## src/rtl/orb_frame_reader.sv

```systemverilog
// orb_frame_reader: reads 12-bit words from the frame-buffer RAM (1-cycle read latency)
// and emits them as a gap-free MSB-first serial stream, one bit every BIT_DIV clocks.
// SW toggles at each frame start so the packer fills the other buffer half.
// Optional feature: define MANCHESTER_EN for Manchester-coded serOut (default build is NRZ).
module orb_frame_reader #(
    parameter int unsigned FRAME_WORDS = 2048,
    parameter int unsigned BIT_DIV     = 8
) (
    input  logic        clk,
    input  logic        rst,
    input  logic        enable,
    input  logic [11:0] rdData,
    output logic [10:0] rdAddr,
    output logic        RE,
    output logic        SW,
    output logic        serOut,
    output logic        bitClk,
    output logic        frameSync,
    output logic        busy
);
    localparam int unsigned WW = 12;
    localparam int unsigned AW = 11;
    localparam int unsigned BW = 4;
    localparam int unsigned DW = (BIT_DIV > 2) ? $clog2(BIT_DIV) : 1;

    localparam logic [AW-1:0] LAST_WORD = AW'(FRAME_WORDS - 1);
    localparam logic [DW-1:0] DIV_LAST  = DW'(BIT_DIV - 1);
    localparam logic [DW-1:0] DIV_HALF  = DW'(BIT_DIV / 2);
    localparam logic [DW-1:0] DIV_PF    = DW'(1);
    localparam logic [DW-1:0] DIV_CAP   = DW'(2);
    localparam logic [BW-1:0] BIT_MSB   = BW'(WW - 1);

    typedef enum logic [1:0] {
        S_IDLE,
        S_FETCH,
        S_LOAD,
        S_SHIFT
    } state_t;

    state_t        state, state_nxt;
    logic [DW-1:0] div, div_nxt;
    logic [BW-1:0] bit_idx, bit_nxt;
    logic [AW-1:0] word_idx, word_nxt;
    logic [WW-1:0] shreg, shreg_nxt;
    logic [WW-1:0] hold;
    logic          hold_en;

    logic [AW-1:0] addr_nxt;
    logic          re_nxt, sw_nxt, ser_nxt, bitclk_nxt, fsync_nxt, busy_nxt;
    logic          shifting, prefetch;

    // Next-state, counters and next registered output values
    always_comb begin
        state_nxt  = state;
        div_nxt    = div;
        bit_nxt    = bit_idx;
        word_nxt   = word_idx;
        shreg_nxt  = shreg;
        hold_en    = 1'b0;
        addr_nxt   = rdAddr;
        re_nxt     = 1'b0;
        sw_nxt     = SW;
        ser_nxt    = 1'b0;
        bitclk_nxt = 1'b0;
        fsync_nxt  = 1'b0;
        busy_nxt   = 1'b0;
        shifting   = 1'b0;
        prefetch   = 1'b0;

        case (state)
            S_IDLE: begin
                if (enable) state_nxt = S_FETCH;
            end
            S_FETCH: begin
                state_nxt = S_LOAD;
            end
            S_LOAD: begin
                // First word goes straight to the shifter; hold keeps a copy
                hold_en   = 1'b1;
                state_nxt = S_SHIFT;
                div_nxt   = '0;
                bit_nxt   = BIT_MSB;
                word_nxt  = '0;
                shreg_nxt = rdData;
            end
            S_SHIFT: begin
                // Prefetched word arrives two clocks into the MSB bit period
                hold_en = (div == DIV_CAP) && (bit_idx == BIT_MSB);
                if (div != DIV_LAST) begin
                    div_nxt = div + DW'(1);
                end else begin
                    div_nxt = '0;
                    if (bit_idx != '0) begin
                        bit_nxt   = bit_idx - BW'(1);
                        shreg_nxt = {shreg[WW-2:0], 1'b0};
                    end else begin
                        bit_nxt   = BIT_MSB;
                        shreg_nxt = hold;
                        if (word_idx != LAST_WORD) begin
                            word_nxt = word_idx + AW'(1);
                        end else begin
                            word_nxt = '0;
                            if (!enable) state_nxt = S_IDLE;
                        end
                    end
                end
            end
            default: state_nxt = S_IDLE;
        endcase

        shifting   = (state_nxt == S_SHIFT);
        prefetch   = shifting && (div_nxt == DIV_PF) && (bit_nxt == BIT_MSB);
        busy_nxt   = (state_nxt != S_IDLE);
        re_nxt     = (state_nxt == S_FETCH) || prefetch;
        if (state_nxt == S_FETCH) begin
            addr_nxt = '0;
        end else if (prefetch) begin
            addr_nxt = (rdAddr == LAST_WORD) ? '0 : rdAddr + AW'(1);
        end
        bitclk_nxt = shifting && (div_nxt == '0);
        fsync_nxt  = bitclk_nxt && (bit_nxt == BIT_MSB) && (word_nxt == '0);
        sw_nxt     = SW ^ fsync_nxt;
`ifdef MANCHESTER_EN
        ser_nxt    = shifting && (shreg_nxt[WW-1] ^ (div_nxt >= DIV_HALF));
`else
        ser_nxt    = shifting && shreg_nxt[WW-1];
`endif
    end

    // State and bit/word counters
    always_ff @(posedge clk or negedge rst) begin
        if (!rst) begin
            state    <= S_IDLE;
            div      <= '0;
            bit_idx  <= '0;
            word_idx <= '0;
            shreg    <= '0;
        end else begin
            state    <= state_nxt;
            div      <= div_nxt;
            bit_idx  <= bit_nxt;
            word_idx <= word_nxt;
            shreg    <= shreg_nxt;
        end
    end

    // Hold register: sampled from the RAM only on the capture cycle
    always_ff @(posedge clk or negedge rst) begin
        if (!rst) begin
            hold <= '0;
        end else if (hold_en) begin
            hold <= rdData;
        end
    end

    // Registered outputs
    always_ff @(posedge clk or negedge rst) begin
        if (!rst) begin
            rdAddr    <= '0;
            RE        <= 1'b0;
            SW        <= 1'b0;
            serOut    <= 1'b0;
            bitClk    <= 1'b0;
            frameSync <= 1'b0;
            busy      <= 1'b0;
        end else begin
            rdAddr    <= addr_nxt;
            RE        <= re_nxt;
            SW        <= sw_nxt;
            serOut    <= ser_nxt;
            bitClk    <= bitclk_nxt;
            frameSync <= fsync_nxt;
            busy      <= busy_nxt;
        end
    end

endmodule

```

## config.mk

```make
export PLATFORM = sky130hd
export DESIGN_NAME = orb_frame_reader
export DESIGN_NICKNAME = d
export VERILOG_FILES = /design/src/rtl/orb_frame_reader.sv
export SDC_FILE = /design/constraint.sdc
export NUM_CORES = 1
export LEC_CHECK = 0
export CAP_MARGIN = 10
export CORE_ASPECT_RATIO = 0.6
export CORE_MARGIN = 2
export CORE_UTILIZATION = 30
export DETAILED_ROUTE_END_ITERATION = 8
export SLEW_MARGIN = 5
export SYNTH_ARGS = -nofsm -noshare
export SYNTH_HDL_FRONTEND = slang
export SYNTH_SLANG_ARGS = --single-unit
```

## constraint.sdc

```tcl
create_clock -name clk -period 6.05 [get_ports clk]
set_input_delay 1.21 -clock clk [delete_from_list [all_inputs] [get_ports clk]]
set_output_delay 1.21 -clock clk [all_outputs]
set_load 0.05 [all_outputs]
```

======== Word-level counts from Yosys, hierarchy flattened ========
Index checks and enable logic that the tools add are counted.
word-level totals
  output and inout bits ................... 17
  bits in registers ....................... 61
cells by class
  equality and inequality tests ........... 13
  add/sub/neg operators ................... 4
  multiplexer cells ....................... 22
  reduce and logical (&&, ||, !) cells .... 16
  bitwise operators ....................... 1
operators with widths
  operator                                              number
  two-way mux 11 bit                                    6
  two-way mux 12 bit                                    2
  one-hot mux 12 bit (2 select lines)                   1
  adder 11 x 1 -> 11 bit (second input constant)        2
  one-hot mux 11 bit (2 select lines)                   1
  equality test 11 bit (second input constant)          1
  logical NOT 11 bit                                    1
  != test 11 bit (second input constant)                1
  two-way mux 2 bit                                     5
  equality test 4 bit (second input constant)           2
  two-way mux 4 bit                                     2
  one-hot mux 2 bit (4 select lines)                    1
  one-hot mux 4 bit (2 select lines)                    1
  logical AND 1 bit                                     7
  equality test 2 bit (second input constant)           3
  one-hot mux 3 bit (2 select lines)                    1
  nonzero test 2 bit                                    3
  equality test 2 x 1 -> 1 bit (second input constant)  2
  nonzero test 4 bit                                    1
  subtractor 4 x 1 -> 4 bit (second input constant)     1
  adder 3 x 1 -> 3 bit (second input constant)          1
  equality test 3 x 1 -> 1 bit (second input constant)  1
  equality test 3 x 2 -> 1 bit (second input constant)  1
  logical NOT 3 bit                                     1
  8 further kinds                                       8

======== Depth between registers and ports, before layout ========
  depth in word-level cells ............... 10
  mapped depth ............................ 11

======== Worst setup path before layout ========
Ideal clock, no wire load.
  path type ............................... flip-flop to flip-flop
  from .................................... register div[0]
  to ...................................... register rdAddr[9]
  data arrival time ....................... 2528 ps
  library setup time ...................... 87 ps
  clock period less this slack ............ 2614 ps
  stages on the path, launching flop included .. 11
  slack ................................... 3436 ps
  required time ........................... 5963 ps
  cells stage by stage .................... dfrtp_1 -> ha_1 -> ha_1 -> buf_2 -> nor4b_1 -> a21oi_1 -> o41ai_1 -> nor4_1 -> a21oi_1 -> or4_1 -> o211ai_1
on the way
  cells in the longest elaborated chain, start to end .. 7
  elaborated cells between the ends (all ways) .. 16
  classes of those cells .................. 1 x add/sub; 5 x eq/ne; 7 x mux; 3 x reduce/logical
ends and longest elaborated chain
  what                                                                                      line      text
  from (decl)                                                                               41        logic [DW-1:0] div, div_nxt;
  from (signal assigned)                                                                    140       div <= div_nxt;
  adder 3 x 1 -> 3 bit or != test 3 bit (tied branches)                                     90, 89
  two-way mux 3 bit or two-way mux 2 bit (tied branches)                                    89        if (div != DIV_LAST) begin
  one-hot mux 3 bit (2 select lines) or one-hot mux 2 bit (4 select lines) (tied branches)  70        case (state)
  equality test 3 x 1 -> 1 bit or equality test 2 bit (tied branches)                       112, 111
  logical AND 1 bit (2 in series)                                                           112       prefetch = shifting && (div_nxt == DIV_PF) && (bit_nxt == BIT_MSB);
  nonzero test 2 bit (no line)                                                              n/a
  to (signal assigned)                                                                      167       rdAddr <= addr_nxt;
  to (decl)                                                                                 13        output logic [10:0] rdAddr,
Parallel ways exist; a longest one is shown, timed or not.
A chain may end at the register's enable or synchronous reset.

======== Worst setup path in the final report ========
Ends and elaborated chain as after synthesis.

==> results.json <==
{
  "outcome": "finished, final reports clean",
  "min_path_type": "reg2reg",
  "cts_buffers": 9,
  "fin_crit_sh_pct": 64.3,
  "nNetsFinal": 377,
  "final_common_cell": "dfrtp_1",
  "finalSetupViolations": 0,
  "rsz0062_at_grt": "false",
  "synth.distinct_cells": 52,
  "via_per_inst": 5.17,
  "crit_arrival_ns": 4.13,
  "cts_hold_buf": 0,
  "finalMaxSlewViolations": 0,
  "overflow": 0,
  "numClockSinks": 61,
  "synth_fa_ha_area_share_pct": 2.74,
  "syn_area_um2": 3200,
  "cp_cell_sequence": "ha_1 -> ha_1 -> nor4b_1 -> o41ai_1 -> nor4_1 -> a21oi_1 -> or4_1 -> o211ai_1",
  "final_area_um2": 3920,
  "drt_iter0_drc": 210,
  "ys_ff_latch": 61,
  "min-delay-start": "SW$_DFF_PN0_",
  "antenna_found_initial": 0,
  "setup_ws_ns": 2.16,
  "power_w": 0.000945,
  "synthMuxAreaShare_pct": 7.98,
  "crit_required_ns": 6.29,
  "grt_pass1_wl_mm": 12.8,
  "rr_startpoint": "div[0]$_DFF_PN0_",
  "p_per_area_nw_per_um2": 241,
  "ys_seq_area_share_pct": 47.7,
  "h-tree-depth": 3,
  "clock_skew_ns": 0.00492,
  "initial_core_util_pct": 30.5,
  "yosys.area_share.simple_pct": 19.7,
  "tightest_slew_ns": 0.969,
  "final_antenna_net_count": 0,
  "final_cell_mix": "61 x dfrtp_1, 42 x a21oi_1, 30 x clkdlybuf4s50_1",
  "core.rowCount": 29,
  "die_x_um": 137,
  "ir_drop_uv": 115,
  "worstReg2RegEnd": "rdAddr[9]$_DFFE_PN0P_",
  "drc": 0,
  "clock.fmax_ghz": 0.257,
  "slowest_delay_ns": 0.74,
  "endpoint_kind": "flop",
  "dpl_cell_area_um2": 3630,
  "regToRegSetupSlack_ns": 2.16,
  "avgSynthCellArea_um2": 9.75,
  "hpwl_mm": 5.10,
  "syn-instance-count": 328,
  "dieArea_um2": 11500,
  "worstPathMaxFanout": 23,
  "async_reset_ff_share_pct": 100,
  "synthToLayoutAreaGrowth_pct": 22.6,
  "yosysWarningCount": 0,
  "cpMostUsedCell": "ha_1",
  "timing.max_cap.violations": 0,
  "pre_cts_ws_ns": 2.26,
  "gp_congestion": 0.799,
  "cts_tree": "done",
  "worst_path_max_delay_cell": "nor4_1",
  "ctsResizeCount": 0,
  "totalWireLength_mm": 7.58,
  "synth_xor_area_share_pct": 1.64,
  "clk_pin_slew_worst_paths_ns": 0.05,
  "ioPinCount": 32,
  "syn_nets": 350,
  "root_buffer": "clkbuf_16",
  "setup_tns_ns": 0,
  "grt_max_degree": 62,
  "relSlewSlack_pct": 35.3,
  "power_leakage_nw": 1.63,
  "synth-compound-area-share_pct": 16.7,
  "io_buffers": 31,
  "post_drt_wl_per_cell_um": 15.2,
  "cp-start-kind": "flop",
  "die_h_um": 84.0,
  "drive_above_1_share_pct": 9.72,
  "min_period_ns": 3.89,
  "drtPass1Iterations": 4,
  "hold_viol_final": 0,
  "synth_edf_count": 0,
  "coreArea_um2": 10500,
  "critPathKind": "reg2reg",
  "grt_pass1_vias": 2454,
  "synth_top_family_by_area": "simple AND/OR/NAND/NOR gates",
  "clk_latency_ns": 0.33,
  "n_antenna_cell": 0,
  "reg2reg_depth": 8,
  "holdPathEnd": "SW$_DFF_PN0_",
  "vias": 2581,
  "ys_dominant_reg_cell": "dfrtp_1",
  "grtUsageTotal_pct": 14.2,
  "holdPathStages": 1,
  "postCtsSetupBuffers": 0,
  "clockBufferDepth": 2
}
[how the worst max path moves through the flow]
stage                          from                    end  slack [ns]
6_report           div[0]$_DFF_PN0_  rdAddr[9]$_DFFE_PN0P_        2.16
5_1_grt            div[0]$_DFF_PN0_  rdAddr[9]$_DFFE_PN0P_        1.97
2_1_floorplan      div[0]$_DFF_PN0_  rdAddr[9]$_DFFE_PN0P_        3.44
3_3_place_gp   bit_idx[0]$_DFF_PN0_  rdAddr[9]$_DFFE_PN0P_        2.38
4_1_cts        bit_idx[0]$_DFF_PN0_  rdAddr[9]$_DFFE_PN0P_        2.23
3_5_place_dp   bit_idx[0]$_DFF_PN0_  rdAddr[9]$_DFFE_PN0P_        2.26
[state kept, by name, indices dropped and copies added, names as in the netlist]
signal,flops
div,3
rdAddr,11
shreg,12
hold,12
SW,1
word_idx,11
bit_idx,4
state,2
RE,1
bitClk,1
serOut,1
frameSync,1
busy,1
[routing by layer]
metal  vias to the layer above  global-route usage (%)  part of all wire, %
li1                       1259                       -                    -
met3                         9                    3.40                  3.2
met2                        44                    18.1                   41
met1                      1269                    22.9                   54
met4                         0                    4.50                  1.2
met5                         -                       0                    0
[critical path, delay by kind of cell, from the launching register on]
| family | cells | cell delay, ns |
|---|---|---|
| adder cells (fa/ha/maj) | 2 | 0.91 |
| flip-flops | 1 | 0.39 |
| AND/OR/NAND/NOR | 3 | 1.80 |
| AO/OA/AOI/OAI | 3 | 0.70 |
[power breakdown]
group	total, W	switching, W	internal, W
logic	0.0000278	0.0000144	0.0000134
clock network	0.000499	0.000182	0.000317
registers	0.000418	0.00000311	0.000415
total	0.000945	0.000199	0.000746
[layout make-up]
| class | instances | area, µm² |
|---|---|---|
| Timing Repair Buffer | 34 | 328 |
| Sequential cell | 61 | 1530 |
| Clock inverter | 6 | 63.8 |
| Tap cell | 139 | 174 |
| Clock buffer | 10 | 229 |
| Inverter | 11 | 41.3 |
| Fill cell | 1007 | 6570 |
| Multi-Input combinational cell | 238 | 1560 |
[Yosys cell counts, types with 2 or more instances]
cell       number  share of area, %
clkbuf_1       11               1.3
o31ai_1         4              0.94
inv_1          11               1.3
o21ai_0        19               3.0
o41ai_1         3              0.82
and2_1          3              0.59
nand3_1        12               1.9
nand4_1         4              0.78
and3_1         12               2.3
xnor2_1         2              0.55
o2bb2ai_1       2              0.55
mux2i_1        12               3.8
a22o_1          2              0.55
ha_1            7               2.7
buf_1           3              0.35
or4_1           2              0.47
o211ai_1        2              0.47
nand2b_1        7               1.4
buf_2           4              0.63
a211o_1         2              0.55
nor4_1          4              0.78
xor2_1          4               1.1
a21oi_1        42               6.6
a22oi_1         2              0.47
and4_1          2              0.55
nand2_1        20               2.3
nor4b_1         3              0.82
a21o_1          2              0.47
mux2_2         12               4.2
nor2_1         28               3.3
nor3_1          4              0.63
dfrtp_1        61                48
[cells by family after synthesis]
group	after synthesis
AO/OA/AOI/OAI	89
AND/OR/NAND/NOR	112
adder cells (fa/ha/maj)	7
multiplexers	24
flip-flops	61
XOR/XNOR	6
buffers and inverters	29
[through the flow]
step	cells	utilization, %	hold WS, ns
3_5_place_dp	483	34.6	0.479
5_1_grt	499	37.4	0.527
4_1_cts	499	37.4	0.495
2_1_floorplan	328	-	0.479
3_3_place_gp	483	34.6	0.489
6_report	499	37.4	0.484
No activity file was read; power rests on OpenSTA's default activity.
